**src/rtl/spi_slave_mailbox_pkg.sv**
```systemverilog
// Shared constants for the SPI slave mailbox.
// Register numbers, idle byte and status bit layout.
package spi_slave_mailbox_pkg;

  localparam logic [7:0] REG_DATA_DEF  = 8'hC6;
  localparam logic [7:0] REG_STAT_DEF  = 8'hC7;
  localparam logic [7:0] IDLE_BYTE_DEF = 8'hFF;

  localparam int ST_RX_NE    = 0;
  localparam int ST_TX_EMPTY = 1;
  localparam int ST_RX_OVR   = 2;
  localparam int ST_TX_UND   = 3;
  localparam int ST_CS_ACT   = 4;
  localparam int ST_ABORT    = 5;

  typedef struct packed {
    logic abort;
    logic underrun;
    logic overrun;
  } sticky_t;

endpackage

```
**src/rtl/spi_slave_rxfifo.sv**
```systemverilog
// Small synchronous FIFO for received SPI bytes.
// Full/empty told apart by an extra pointer bit.
module spi_slave_rxfifo #(
  parameter int AW = 2,
  parameter int W  = 8
) (
  input  logic         clk,
  input  logic         rst,
  input  logic         push,
  input  logic [W-1:0] din,
  input  logic         pop,
  output logic [W-1:0] head,
  output logic         empty,
  output logic         full
);

  localparam int DEPTH = 1 << AW;

  logic [W-1:0] mem [DEPTH];
  logic [AW:0]  wp;
  logic [AW:0]  rp;
  logic         do_pop;
  logic         do_push;

  assign empty = (wp == rp);
  assign full  = (wp[AW] != rp[AW]) &&
                 (wp[AW-1:0] == rp[AW-1:0]);

  // A pop on a full FIFO frees the slot a same-cycle push needs
  assign do_pop  = pop & ~empty;
  assign do_push = push & (~full | do_pop);

  always_ff @(posedge clk) begin
    if (rst) begin
      wp <= '0;
      rp <= '0;
    end else begin
      if (do_push) wp <= wp + (AW+1)'(1);
      if (do_pop)  rp <= rp + (AW+1)'(1);
    end
  end

  always_ff @(posedge clk) begin
    if (do_push) mem[wp[AW-1:0]] <= din;
  end

  assign head = mem[rp[AW-1:0]];

endmodule

```
**src/rtl/spi_slave_mailbox.sv**
```systemverilog
// SPI mode-0 responder exchanging bytes with the CPU
// through two ZXUNO registers; SPI pins oversampled in clk.
module spi_slave_mailbox
  import spi_slave_mailbox_pkg::*;
#(
  parameter logic [7:0] REG_DATA     = REG_DATA_DEF,
  parameter logic [7:0] REG_STAT     = REG_STAT_DEF,
  parameter int         RXDEPTH_LOG2 = 2,
  parameter logic [7:0] IDLE_BYTE    = IDLE_BYTE_DEF
) (
  input  logic       clk,
  input  logic       rst,
  input  logic [7:0] addr,
  input  logic       ior,
  input  logic       iow,
  input  logic [7:0] din,
  output logic [7:0] dout,
  output logic       oe,
  output logic       irq,
  input  logic       spi_cs_n,
  input  logic       spi_sclk,
  input  logic       spi_mosi,
  output logic       spi_miso,
  output logic       spi_miso_oe
);

  logic       cs_s1, cs_s2, cs_q;
  logic       sck_s1, sck_s2, sck_q;
  logic       mosi_s1, mosi_s2;
  logic [1:0] warm;
  logic       armed;
  logic       in_frame;
  logic [2:0] bit_cnt;
  logic [6:0] rx_shift;
  logic [6:0] tx_shift;
  logic [7:0] tx_hold;
  logic       tx_valid;
  sticky_t    st;
  logic       ior_q, iow_q;

  logic       cs_fall, cs_rise;
  logic       sck_rise, sck_fall;
  logic       reload;
  logic [7:0] next_tx;
  logic [7:0] rx_byte;
  logic       push, pop;
  logic [7:0] head;
  logic       empty, full;
  logic       tx_wr, st_wr;
  logic [7:0] stat;

  always_ff @(posedge clk) begin
    if (rst) begin
      cs_s1   <= 1'b1;
      cs_s2   <= 1'b1;
      cs_q    <= 1'b1;
      sck_s1  <= 1'b0;
      sck_s2  <= 1'b0;
      sck_q   <= 1'b0;
      mosi_s1 <= 1'b0;
      mosi_s2 <= 1'b0;
      warm    <= 2'd0;
      armed   <= 1'b0;
    end else begin
      cs_s1   <= spi_cs_n;
      cs_s2   <= cs_s1;
      cs_q    <= cs_s2;
      sck_s1  <= spi_sclk;
      sck_s2  <= sck_s1;
      sck_q   <= sck_s2;
      mosi_s1 <= spi_mosi;
      mosi_s2 <= mosi_s1;
      if (warm != 2'd2) warm <= warm + 2'd1;
      // A frame cut by reset is ignored until CS is seen high
      armed   <= armed | ((warm == 2'd2) & cs_s2);
    end
  end

  assign cs_fall  = armed & cs_q & ~cs_s2;
  assign cs_rise  = in_frame & cs_s2;
  assign sck_rise = in_frame & ~cs_s2 & sck_s2 & ~sck_q;
  assign sck_fall = in_frame & ~cs_s2 & ~sck_s2 & sck_q;
  assign reload   = cs_fall | (sck_fall & (bit_cnt == 3'd0));
  assign next_tx  = tx_valid ? tx_hold : IDLE_BYTE;
  assign rx_byte  = {rx_shift, mosi_s2};
  assign push     = sck_rise & (bit_cnt == 3'd7);
  assign pop      = ior_q & ~ior & (addr == REG_DATA);
  assign tx_wr    = iow & ~iow_q & (addr == REG_DATA);
  assign st_wr    = iow & ~iow_q & (addr == REG_STAT);

  always_ff @(posedge clk) begin
    if (rst) begin
      in_frame    <= 1'b0;
      bit_cnt     <= 3'd0;
      rx_shift    <= 7'd0;
      tx_shift    <= IDLE_BYTE[6:0];
      spi_miso    <= 1'b1;
      spi_miso_oe <= 1'b0;
    end else if (cs_s2) begin
      in_frame    <= 1'b0;
      bit_cnt     <= 3'd0;
      spi_miso    <= 1'b1;
      spi_miso_oe <= 1'b0;
    end else if (cs_fall) begin
      in_frame    <= 1'b1;
      bit_cnt     <= 3'd0;
      tx_shift    <= next_tx[6:0];
      spi_miso    <= next_tx[7];
      spi_miso_oe <= 1'b1;
    end else if (in_frame) begin
      if (sck_rise) begin
        rx_shift <= rx_byte[6:0];
        bit_cnt  <= bit_cnt + 3'd1;
      end
      if (sck_fall) begin
        if (bit_cnt != 3'd0) begin
          spi_miso <= tx_shift[6];
          tx_shift <= {tx_shift[5:0], 1'b1};
        end else begin
          spi_miso <= next_tx[7];
          tx_shift <= next_tx[6:0];
        end
      end
    end
  end

  // Later assignments win: CPU load beats reload, sticky set beats W1C
  always_ff @(posedge clk) begin
    if (rst) begin
      tx_hold  <= IDLE_BYTE;
      tx_valid <= 1'b0;
      st       <= '0;
      ior_q    <= 1'b0;
      iow_q    <= 1'b0;
      irq      <= 1'b0;
    end else begin
      ior_q <= ior;
      iow_q <= iow;
      irq   <= ~empty;
      if (reload) tx_valid <= 1'b0;
      if (tx_wr) begin
        tx_hold  <= din;
        tx_valid <= 1'b1;
      end
      if (st_wr) begin
        if (din[ST_ABORT])  st.abort    <= 1'b0;
        if (din[ST_TX_UND]) st.underrun <= 1'b0;
        if (din[ST_RX_OVR]) st.overrun  <= 1'b0;
      end
      if (cs_rise && bit_cnt != 3'd0) st.abort <= 1'b1;
      if (reload && !tx_valid) st.underrun <= 1'b1;
      if (push && full && !pop) st.overrun <= 1'b1;
    end
  end

  spi_slave_rxfifo #(
    .AW (RXDEPTH_LOG2),
    .W  (8)
  ) u_rxfifo (
    .clk   (clk),
    .rst   (rst),
    .push  (push),
    .din   (rx_byte),
    .pop   (pop),
    .head  (head),
    .empty (empty),
    .full  (full)
  );

  assign stat = {2'b00, st.abort, in_frame, st.underrun,
                 st.overrun, ~tx_valid, ~empty};

  always_comb begin
    oe   = 1'b0;
    dout = 8'hFF;
    if (ior && addr == REG_DATA) begin
      oe   = 1'b1;
      dout = empty ? 8'hFF : head;
    end else if (ior && addr == REG_STAT) begin
      oe   = 1'b1;
      dout = stat;
    end
  end

endmodule

```
**config.mk**
```make
export PLATFORM = sky130hd
export DESIGN_NAME = spi_slave_mailbox
export DESIGN_NICKNAME = d
export VERILOG_FILES = /design/src/rtl/spi_slave_mailbox_pkg.sv /design/src/rtl/spi_slave_rxfifo.sv /design/src/rtl/spi_slave_mailbox.sv
export SDC_FILE = /design/constraint.sdc
export NUM_CORES = 1
export LEC_CHECK = 0
export BUFFER_PORTS_ARGS = -buffer_cell sky130_fd_sc_hd__buf_2
export CAP_MARGIN = 10
export CELL_PAD_IN_SITES_DETAIL_PLACEMENT = 0
export CELL_PAD_IN_SITES_GLOBAL_PLACEMENT = 2
export CORE_MARGIN = 4
export CORE_UTILIZATION = 39
export DETAILED_ROUTE_END_ITERATION = 10
export PLACE_DENSITY = 0.83
export SYNTH_ARGS = -nofsm -noshare
export SYNTH_HDL_FRONTEND = slang
export SYNTH_SLANG_ARGS = --single-unit
```
**constraint.sdc**
```tcl
create_clock -name clk -period 2.7 [get_ports clk]
set_input_delay 0.405 -clock clk [delete_from_list [all_inputs] [get_ports clk]]
set_output_delay 0.405 -clock clk [all_outputs]
set_load 0.005 [all_outputs]
```
# After elaboration in Yosys (flattened, before gate mapping)

Memories as Yosys holds them, arrays and structs flattened. A register that Yosys moved wholly into a read port is not among the register bits.
Cells that the tools add are included.
W data, S select, Z words.

Register bits: 51
Bits in latches: 0
RAM bits: 32
Bits in read-only memories: 0
Input port bits: 23
Output and inout bits: 12
Word-level logic and storage cells: 124
Memories: 1

Memory list:

| name         | depth | bits a word | read ports | clocked after memory_dff | write ports | line                   | source |
|---|---|---|---|---|---|---|---|
| u_rxfifo.mem | 4     | 8           | 1          | 1                        | 1           | spi_slave_rxfifo.sv:19 | `logic [W-1:0] mem [DEPTH];` |

Add/sub/neg operators: 4
Multiply operators: 0
Divide/modulo/power cells: 0
Order comparisons: 0
Eq/ne operators: 8
Shifts and indexed selects: 0
Muxes and demuxes: 27
Bitwise operators: 30
Reductions and logical operators: 29

Operators with widths:

| operator              | count |
|---|---|
| $mux W8               | 4 |
| $mux W7               | 4 |
| $and A1 B1 Y1         | 18 |
| $reduce_bool A2 Y1    | 9 |
| $eq A8 B8 Y1 const B  | 2 |
| $mux W1               | 16 |
| $reduce_and A2 Y1     | 5 |
| $add A3 B1 Y3 const B | 3 |
| $not A1 Y1            | 9 |
| $logic_and A1 B1 Y1   | 7 |
| $mux W2               | 2 |
| $reduce_and A4 Y1     | 1 |
| $eq A3 B3 Y1          | 1 |
| $eq A3 B3 Y1 const B  | 1 |
| $logic_not A3 Y1      | 1 |
| $mux W3               | 1 |
| $or A1 B1 Y1          | 3 |
| $reduce_and A3 Y1     | 1 |
| $reduce_bool A3 Y1    | 1 |
| $reduce_or A3 Y1      | 1 |
| $add A2 B1 Y2 const B | 1 |
| $eq A2 B2 Y1          | 1 |
| $eq A2 B2 Y1 const B  | 1 |
| $logic_not A1 Y1      | 2 |
| 3 further kinds       | 3 |

# Logic depth before layout (Yosys ltp)

Gate-level depths: netlist (run 1).

Word-level depth: 9
Mapped depth: 7
Depth with buffers taken out: 6

# Cells and area by module

A second synthesis (run 1) with hierarchy kept.

Cells, all modules: 341
Area, all modules: 3,772.4 um^2

Modules (own cells, without submodules):

| module            | instances | cells each | area each (um^2) | seq. area each (um^2) |
|---|---|---|---|---|
| spi_slave_mailbox | 1         | 244        | 2,073.2          | 900.9 |
| spi_slave_rxfifo  | 1         | 97         | 1,699.1          | 1,121.1 |

# Least setup slack after synthesis (run 1)

Ideal clock, no wire load.

Kind: input -> register
Start: input addr[4]
End: register u_rxfifo.wp[2]
Setup time: 0.123 ns
Data arrival time: 2.148 ns
Required time: 2.577 ns
Slack: 0.428 ns
Stages: 5
Path buffers: 1
Path through: nand4bb_4 -> or4_4 -> buf_6 -> a21oi_1 -> mux2_1

Cells in the longest elaborated chain, start to end: 5

RTL lines:

| item                   | line                    | source |
|---|---|---|
| start: declaration     | spi_slave_mailbox.sv:13 | `input logic [7:0] addr,` |
| $eq A8 B8 Y1           | spi_slave_mailbox.sv:87 | `assign pop = ior_q & ~ior & (addr == REG_DATA);` |
| $and A1 B1 Y1          | spi_slave_mailbox.sv:87 |  |
| $and A1 B1 Y1          | spi_slave_rxfifo.sv:30  | `assign do_pop = pop & ~empty;` |
| $or A1 B1 Y1           | spi_slave_rxfifo.sv:31  | `assign do_push = push & (~full \| do_pop);` |
| $and A1 B1 Y1          | spi_slave_rxfifo.sv:31  |  |
| end signal: assignment | spi_slave_rxfifo.sv:38  | `if (do_push) wp <= wp + (AW+1)'(1);` |
| end: declaration       | spi_slave_rxfifo.sv:20  | `logic [AW:0] wp;` |

Every way passes these cells.
A chain may end at the register's enable or synchronous reset.

==> results of run 1 <==
[final cells by class]
class,instances,area (um^2)
well taps,108,135
repair buffers,43,238
clock inverters,7,78.8
clock buffers,9,124
flip-flops and latches,85,2020
inverters,11,41.3
fillers,806,4740
multi-input cells,194,1350
[cells in the mapped netlist, drive strengths merged, types with 7 or more instances]
master	number	area share
dfxtp	53	0.30
nor2	27	0.029
mux4	8	0.052
clkbuf	13	0.014
nor3b	7	0.015
nor2b	8	0.014
o311ai	7	0.018
mux2i	10	0.029
inv	10	0.011
ha	9	0.032
o21ai	11	0.016
edfxtp	32	0.28
nand3	9	0.013
a21oi	19	0.028
nand2	35	0.038
[registers in the layout, summed over array words and instances (netlist names), 2 cells and up, named ones only]
name          count
u_rxfifo.rp       3
tx_hold           8
u_rxfifo.mem     32
u_rxfifo.wp       3
bit_cnt           3
rx_shift          7
st                3
warm              2
tx_shift          7
[layer usage]
layer  up-vias  GRT usage
met3         9     0.0437
li1       1166          -
met1      1104      0.206
met4         0     0.0494
met2        58      0.215
met5         -          0
[per-stage QoR]
step	setup slack [ps]	hold WS (ps)	power, W	util
2_1_floorplan	428	389	0.00149	-
3_3_place_gp	354	394	0.00153	0.434
3_5_place_dp	328	399	0.00153	0.434
4_1_cts	295	221	0.00245	0.457
5_1_grt	151	214	0.00253	0.457
6_report	353	237	0.00242	0.457
[final timing paths]
check / from / endpoint / slack [ps] / depth (start not counted)
worst min-delay path: spi_cs_n / cs_s1 / 240 / 2
worst max-delay path: flop / dout[0] / 350 / 6
worst max register to register: ior_q / u_rxfifo.mem[2][3] / 860 / 4
worst min register to register: cs_s1 / cs_s2 / 420 / 1
[layout by cell type (no fill, tap or decap), types with 3 or more instances in the layout]
cell type,instances
mux2i_1,10
mux4_2,8
inv_6,4
buf_2,34
ha_1,9
nor2b_1,8
nand2_1,35
inv_1,10
nor2_1,27
nand2b_1,3
dfxtp_1,53
xnor2_1,4
nor3_1,5
a21oi_1,18
o311ai_0,7
buf_4,9
clkbuf_8,9
nor3b_1,7
nand3_1,9
edfxtp_1,32
and2_1,3
o21ai_0,10
[where the power goes]
part | leakage, nW | internal, W | switching [W] | total, W
registers | 0.723 | 0.00135 | 0.0000174 | 0.00137
logic | 0.586 | 0.0000550 | 0.0000786 | 0.000134
clock network | 0.101 | 0.000440 | 0.000477 | 0.000917
total | 1.41 | 0.00184 | 0.000573 | 0.00242
[logic make-up (layout without fill, tap and decap cells)]
logic type	count (synthesis)	count (layout)	share of synthesized area
buf+inv	29	70	0.0341
compound gates	47	47	0.0845
mux	20	20	0.0870
fa+ha+maj	9	9	0.0324
xor+xnor	5	5	0.0126
simple gates	113	113	0.169
flops	85	85	0.581
==> metrics.csv, run 1 <==
stage;metric;value;unit
floorplan;pin_count;35;
yosys;ys.flop_type;dfxtp_1;
critical_path;cp_max_fo;8;
yosys;syn_inst;308;
yosys;synth_cell_types;45;
critical_path;critPathCaptureType;output port;
global_routing;grt_start_max_net_pins;34;
global_routing;grt_first_pass_wirelength;11500;um
clock_network;cts_buffers;9;
drt;viasPerCell;5.11;
min_path;hold_path_class;in -> reg;
sta;tightest_slew;513;ps
sta;max_freq;0.426;GHz
global_routing;overflow;0;
critical_path;start_kind;flop;
drt;top_layer;met4;
floorplan;start_util;0.399;
sta;drv_slew;0;
drt;antenna_left;0;
clock_network;clk_pin_slew;80;ps
drt;route.detailed.drc;0;
clock_network;cts-root-buf;clkbuf_8;
placed_design;place.gp.congestion;0.738;
drt;vias;2337;
power_and_ir_drop;ir_drop;0.000313;V
yosys;synthesis.area;0.00348;mm^2
sta;relSlewSlack;0.655;
global_routing;grt_pass1_vias;2297;
clock_network;cts_max_level;3;
placed_design;place.port_buffers;34;
clock_network;postCtsSetupRepairBufs;0;
run_status;outcome;finished clean;
clock_network;clock-sinks;85;
drt;routed_wl;6980;um
sta;fin_skew;9.18;ps
drt;wl_met1;3420;um
yosys;syn_nets;340;
drt;wl_per_cell;15.3;um
sta;tns;0;ps
yosys;synthArstFlopShare;0;
drt;firstDrtPassIters;4;
clock_network;tritoncts;done;
placed_design;hpwl;4970;um
yosys;ys_seq_area_frac;0.581;
critical_path;critPathTopFamily;multiplexers;
flow_run;max_cap_violations;0;
layout;syn_to_final_growth;14.5;%
clock_network;clk_path_buf_depth;2;
layout;drive_gt1_frac;0.218;
sta;finalCritPeriodShare;0.869;
global_routing;antenna_found_initial;0;
yosys;syn_avg_cell_area;11.3;um^2
critical_path;slowest_stage;mux4_2;
clock_network;insertion_delay;350;ps
drt;drt_iter0_drc;70;
layout;num-nets-final;376;
sta;fin_crit;2350;ps
critical_path;crit_type;reg -> out;
floorplan;placementRows;34;
drt;wl_met3;407;um
power_and_ir_drop;leakagePower;1.41;nW
clock_network;cts_hold_buf;0;
global_routing;grtUsageTotal;0.146;
sta;hold_viol;0;
layout;stdcell_area;0.00399;mm^2
layout;diodes;0;
sta;setup_violations;0;
yosys;yosys_warnings;0;
layout;layoutNonFillerInstCount;457;
critical_path;critPathRequiredTime;2300;ps
critical_path;max_stage_delay;520;ps
clock_network;postCtsResizedCells;0;
critical_path;cp_cell_sequence;buf_4 -> mux4_2 -> a311oi_1 -> a21o_1 -> nand2_1 -> buf_2;
power_and_ir_drop;power_density;607;mW/mm^2
critical_path;path_buf_inv;2;
floorplan;dieWidth;102;um
yosys;synth-seq-cells;85;
floorplan;die_height;102;um
placed_design;place_inst;441;
yosys;synth-edff-count;32;
critical_path;arrival;1940;ps
sta;rsz0062_at_grt;false;
floorplan;die_area;0.0105;mm^2
drt;met2_length;3040;um
floorplan;core;0.00872;mm^2
placed_design;placed_area;0.00378;mm^2
(Power assumes the default switching activity.)
==> run 2: changes to the inputs <==
Settings changed: CELL_PAD_IN_SITES_DETAIL_PLACEMENT 0 to 1, CELL_PAD_IN_SITES_GLOBAL_PLACEMENT 2 to 1, CORE_UTILIZATION 39 to 46, CTS_CLUSTER_SIZE set to 28, PLACE_DENSITY 0.83 to 0.82.
==> run 2 against run 1 <==
  * Critical path depth is 1 lower
  * Sequential power about the same
  * Critical path type unchanged
  * Clock power shrank 1%
  * Register-to-register slack worse by 140 ps
  * Highest routed layer unchanged
  * Clock-buffer cell count increased by 1
  * Final cell count shrank 2.8%
  * Hold slack better by 2.9 ps
  * Via count is 4.6% higher
  * Setup slack got worse by 45 ps
  * Critical endpoint unchanged
  * Die area down 14%
==> metrics.csv, run 2 (same netlist as run 1, synthesis figures left out) <==
stage;metric;value;unit
layout;drive_gt1_frac;0.209;
critical_path;cp_max_fo;8;
critical_path;arrival;1990;ps
sta;tightest_slew;765;ps
floorplan;core;0.00729;mm^2
sta;fin_skew;17.3;ps
power_and_ir_drop;ir_drop;0.000280;V
sta;max_freq;0.418;GHz
flow_run;max_cap_violations;0;
layout;layout_commonest_cell;dfxtp_1;
layout;diodes;0;
drt;vias;2444;
floorplan;die_height;95.0;um
layout;syn_to_final_growth;13.2;%
critical_path;crit_type;reg -> out;
clock_network;insertion_delay;350;ps
placed_design;place.gp.congestion;0.744;
floorplan;dieWidth;95.0;um
critical_path;critPathCaptureType;output port;
sta;fin_crit;2390;ps
global_routing;antenna_found_initial;0;
run_status;outcome;finished clean;
drt;viasPerCell;5.50;
drt;route.detailed.drc;0;
drt;firstDrtPassIters;4;
clock_network;postCtsSetupRepairBufs;0;
layout;num-nets-final;372;
floorplan;start_util;0.477;
drt;wl_per_cell;18.3;um
global_routing;overflow;0;
clock_network;tritoncts;done;
drt;routed_wl;8150;um
clock_network;cts-root-buf;clkbuf_8;
critical_path;start_kind;flop;
sta;hold_slack;240;ps
clock_network;cts_max_level;3;
power_and_ir_drop;power_density;612;mW/mm^2
clock_network;clk_pin_slew;80;ps
sta;tns;0;ps
critical_path;critPathRequiredTime;2300;ps
layout;largest_reg_flops;32;
floorplan;placementRows;31;
global_routing;grt_pass1_vias;2521;
floorplan;die_area;0.00902;mm^2
clock_network;clock-sinks;85;
clock_network;clk_path_buf_depth;2;
global_routing;grt_start_max_net_pins;35;
sta;hold_viol;0;
drt;drt_iter0_drc;149;
placed_design;place.port_buffers;34;
global_routing;grt_first_pass_wirelength;13000;um
clock_network;cts_hold_buf;0;
power_and_ir_drop;leakagePower;1.38;nW
sta;drv_slew;0;
global_routing;grtUsageTotal;0.194;
clock_network;cts_buffers;9;
layout;final_cell_mix;dfxtp_1 (52), nand2_1 (35), buf_2 (34);
floorplan;pin_count;35;
drt;antenna_left;0;
sta;finalCritPeriodShare;0.886;
sta;rsz0062_at_grt;false;
sta;setup_violations;0;
clock_network;postCtsResizedCells;0;
sta;relSlewSlack;0.485;
min_path;hold_path_class;in -> reg;
placed_design;hpwl;5780;um
run 2: cell count changes in the layout (fill, tap and decap cells not counted), sizes merged:
| cell | delta |
|---|---|
| clkinvlp | +1 |
| clkbuf | +1 |
| buf | -4 |
| inv | -2 |
run 2: worst paths after layout:
check / from / end / slack (ps) / cells past startpoint
min reg2reg: cs_s1 / cs_s2 / 420 / 1
max reg2reg: in_frame / u_rxfifo.mem[0][4] / 720 / 4
max: flop / dout[0] / 310 / 5
min: spi_cs_n / cs_s1 / 240 / 2
run 2: cell type report:
type	instances	area, um^2
fill	798	3350
sequential	85	2020
multi-input combinational	194	1350
timing repair buffer	39	208
clock buffer	10	128
tap	99	124
clock inverter	6	71.3
inverter	11	41.3
run 2: critical path: stages (launching register included):
cell	delay, ps
dfxtp_2	490
mux4_2	540
a311oi_1	310
a21o_1	130
nand2_1	60
buf_2	120
run 2: layer usage:
metal | vias to the layer above | share of wire | GRT usage
met5 | - | 0 | 0
met4 | 0 | 0.023 | 0.0901
met3 | 16 | 0.051 | 0.0398
met2 | 67 | 0.49 | 0.318
met1 | 1204 | 0.44 | 0.246
li1 | 1157 | - | -
run 2: per-stage QoR:
step	cell area, um^2	util	worst slack, ps	power, W	cells
finish	3940	0.540	308	0.00241	444
global placement	3740	0.513	400	0.00152	428
global route	3940	0.540	192	0.00251	444
floorplan	3480	-	428	0.00149	308
detailed placement	3740	0.513	252	0.00154	428
CTS	3940	0.540	90.2	0.00243	444
run 2: power breakdown:
part / switching, W / leakage [nW] / total [W] / internal [W]
Sequential: 0.0000205 / 0.723 / 0.00137 / 0.00135
Combinational: 0.0000829 / 0.565 / 0.000137 / 0.0000541
Clock: 0.000470 / 0.0935 / 0.000906 / 0.000436
Total: 0.000574 / 1.38 / 0.00241 / 0.00184
==> run 3: changes to the inputs <==
Settings changed: ABC_AREA set to 1, CORE_UTILIZATION 46 to 45, PLACE_DENSITY 0.82 to 0.83, SYNTH_HIERARCHICAL set to 1.
==> run 3 against run 2 <==
  * Cell area grew 5.4%
  * Clock-buffer cell count increased by 1
  * Highest routed layer unchanged
  * Routed wire length rose by 16%
  * Critical endpoint is now dout[1]
==> metrics.csv, run 3 <==
stage;metric;value;unit
run_status;outcome;finished clean;
clock_network;cts_max_level;3;
power_and_ir_drop;p_sw_frac;0.215;
yosys;yosys_warnings;6;
clock_network;postCtsResizedCells;0;
sta;fin_skew;6.70;ps
placed_design;hpwl;6890;um
yosys;ys.flop_type;dfxtp_1;
sta;hold_viol;0;
layout;diodes;0;
clock_network;postCtsSetupRepairBufs;0;
layout;largest_reg_flops;32;
global_routing;grtUsageTotal;0.205;
layout;num-nets-final;479;
layout;syn_to_final_growth;13.5;%
yosys;yosysTopAreaCellShare;0.290;
drt;wl_met3;362;um
floorplan;pin_count;35;
placed_design;place.port_buffers;34;
floorplan;die_height;98.2;um
critical_path;critPathCaptureType;output port;
sta;fin_crit;2350;ps
critical_path;rr_endpoint;u_rxfifo/mem[3][0];
sta;drv_slew;0;
power_and_ir_drop;ir_drop;0.000365;V
power_and_ir_drop;comb_power_share;0.051;
power_and_ir_drop;clkPwrFrac;0.416;
power_and_ir_drop;power;0.00255;W
drt;firstDrtPassIters;4;
layout;layout_commonest_cell;nor2_1;
drt;antenna_left;0;
floorplan;start_util;0.468;
yosys;synth_cell_types;32;
power_and_ir_drop;power_density;615;mW/mm^2
global_routing;grt_first_pass_wirelength;15600;um
yosys;synth_top_area_cell;dfxtp_1;
yosys;synthesis.area;0.00366;mm^2
placed_design;place.gp.congestion;0.910;
sta;hold_slack;235;ps
critical_path;critPathRequiredTime;2300;ps
yosys;ys_seq_area_frac;0.553;
drt;route.detailed.drc;0;
yosys;synth_common_cells;nor2_1 (54), dfxtp_1 (53), nand2_1 (52);
drt;top_layer;met4;
clock_network;clock-sinks;85;
drt;vias;2967;
flow_run;max_cap_violations;0;
floorplan;core;0.00781;mm^2
drt;wl_met1;3710;um
yosys;synthArstFlopShare;0;
global_routing;grt_pass1_vias;3243;
clock_network;cts-root-buf;clkbuf_8;
sta;tns;0;ps
floorplan;placementRows;32;
layout;final_cell_mix;nor2_1 (54), dfxtp_1 (53), nand2_1 (52);
critical_path;r2r-start;in_frame;
critical_path;cp_max_fo;10;
sta;tightest_slew;734;ps
sta;setup_violations;0;
clock_network;clk_pin_slew;80;ps
critical_path;start_kind;flop;
floorplan;dieWidth;98.2;um
yosys;ys_top_cells_by_area;dfxtp_1 (29%), edfxtp_1 (26%), nor2_1 (5.5%), nand2_1 (5.3%), nand3_1 (5.2%);
clock_network;clk_path_buf_depth;2;
clock_network;cts_buffers;9;
layout;fill_cells;932;
yosys;syn_inst;409;
power_and_ir_drop;leakagePower;1.68;nW
global_routing;overflow;0;
drt;drt_iter0_drc;82;
layout;layoutNonFillerInstCount;553;
global_routing;grt_start_max_net_pins;18;
layout;multi_input_area;0.00139;mm^2
layout;drive_gt1_frac;0.173;
clock_network;tritoncts;done;
critical_path;critPathLaunch;u_rxfifo/wp[2];
yosys;syn_nets;441;
critical_path;r2r_setup_slack;640;ps
yosys;synth_most_common_cell;nor2_1;
critical_path;crit_type;reg -> out;
critical_path;endpoint;dout[1];
global_routing;antenna_found_initial;0;
layout;regArea;0.00202;mm^2
sta;rsz0062_at_grt;false;
power_and_ir_drop;p_switching;0.000550;W
critical_path;arrival;1950;ps
clock_network;insertion_delay;350;ps
sta;finalCritPeriodShare;0.871;
clock_network;cts_hold_buf;0;
min_path;hold_path_class;in -> reg;
drt;routed_wl;9470;um
yosys;synth-seq-cells;85;
power_and_ir_drop;seqPwrFrac;0.533;
drt;wl_per_cell;17.1;um
floorplan;die_area;0.00963;mm^2
drt;met2_length;5030;um
power_and_ir_drop;p_int;0.00200;W
yosys;synth-edff-count;32;
sta;relSlewSlack;0.509;
yosys;syn_avg_cell_area;8.94;um^2
critical_path;r2r_cells;6;
drt;viasPerCell;5.37;
placed_design;place_inst;538;
sta;max_freq;0.425;GHz
==> run 3: cell type report <==
cell class,instances,share of cell area
Sequential cell,85,0.487
Multi-Input combinational cell,264,0.334
Timing Repair Buffer,37,0.0464
Inverter,50,0.0464
Clock buffer,11,0.0316
Tap cell,102,0.0307
Clock inverter,4,0.0235
==> run 3: cell families after synthesis <==
| kind of cell | Yosys count | share of synthesized area |
|---|---|---|
| and+or+nand+nor | 173 | 0.223 |
| DFF | 85 | 0.553 |
| AOI/OAI and AO/OA | 79 | 0.117 |
| buffers and inverters | 60 | 0.0674 |
| adders and majority gates | 9 | 0.0308 |
| xor gates and xnor gates | 3 | 0.00924 |
==> run 3: how the worst min path moves through the flow <==
stage,startpoint,endpoint,slack (ps),depth (start not counted)
2_1_floorplan,mosi_s1,mosi_s2,390,2
5_1_grt,spi_cs_n,cs_s1,250,2
3_5_place_dp,sck_s1,sck_s2,410,2
3_3_place_gp,sck_s1,sck_s2,390,2
6_report,spi_cs_n,cs_s1,240,2
4_1_cts,spi_cs_n,cs_s1,230,2
==> run 3: worst max-delay path, stage by stage, from the launching register on <==
cell and delay, ps:
dfxtp_1 410, inv_1 70, nand2_1 60, nand2_1 90
clkinv_1 80, nand3_2 90, inv_1 320, o21ai_0 160
o21ai_0 150, buf_2 180
==> run 3: stage by stage <==
step                utilization  area [um^2]  setup slack, ps
floorplan                     -         3660              858
global placement          0.503         3920              493
detailed placement        0.503         3920              407
CTS                       0.532         4150              324
global route              0.532         4150              163
finish                    0.532         4150              347
==> run 3: power groups by stage <==
stage	registers [W]	logic [W]	clock network (W)
after floorplan	0.00139	0.0000884	0
after global placement	0.00139	0.000121	0
after detailed placement	0.00139	0.000129	0
after CTS	0.00136	0.000132	0.00107
after global routing	0.00136	0.000150	0.00113
final	0.00136	0.000130	0.00106
==> run 3: metal layers <==
metal  GRT usage  up-vias
li1            -     1432
met1       0.230     1418
met2       0.370       82
met3      0.0314       35
met4       0.111        0
met5           0        -
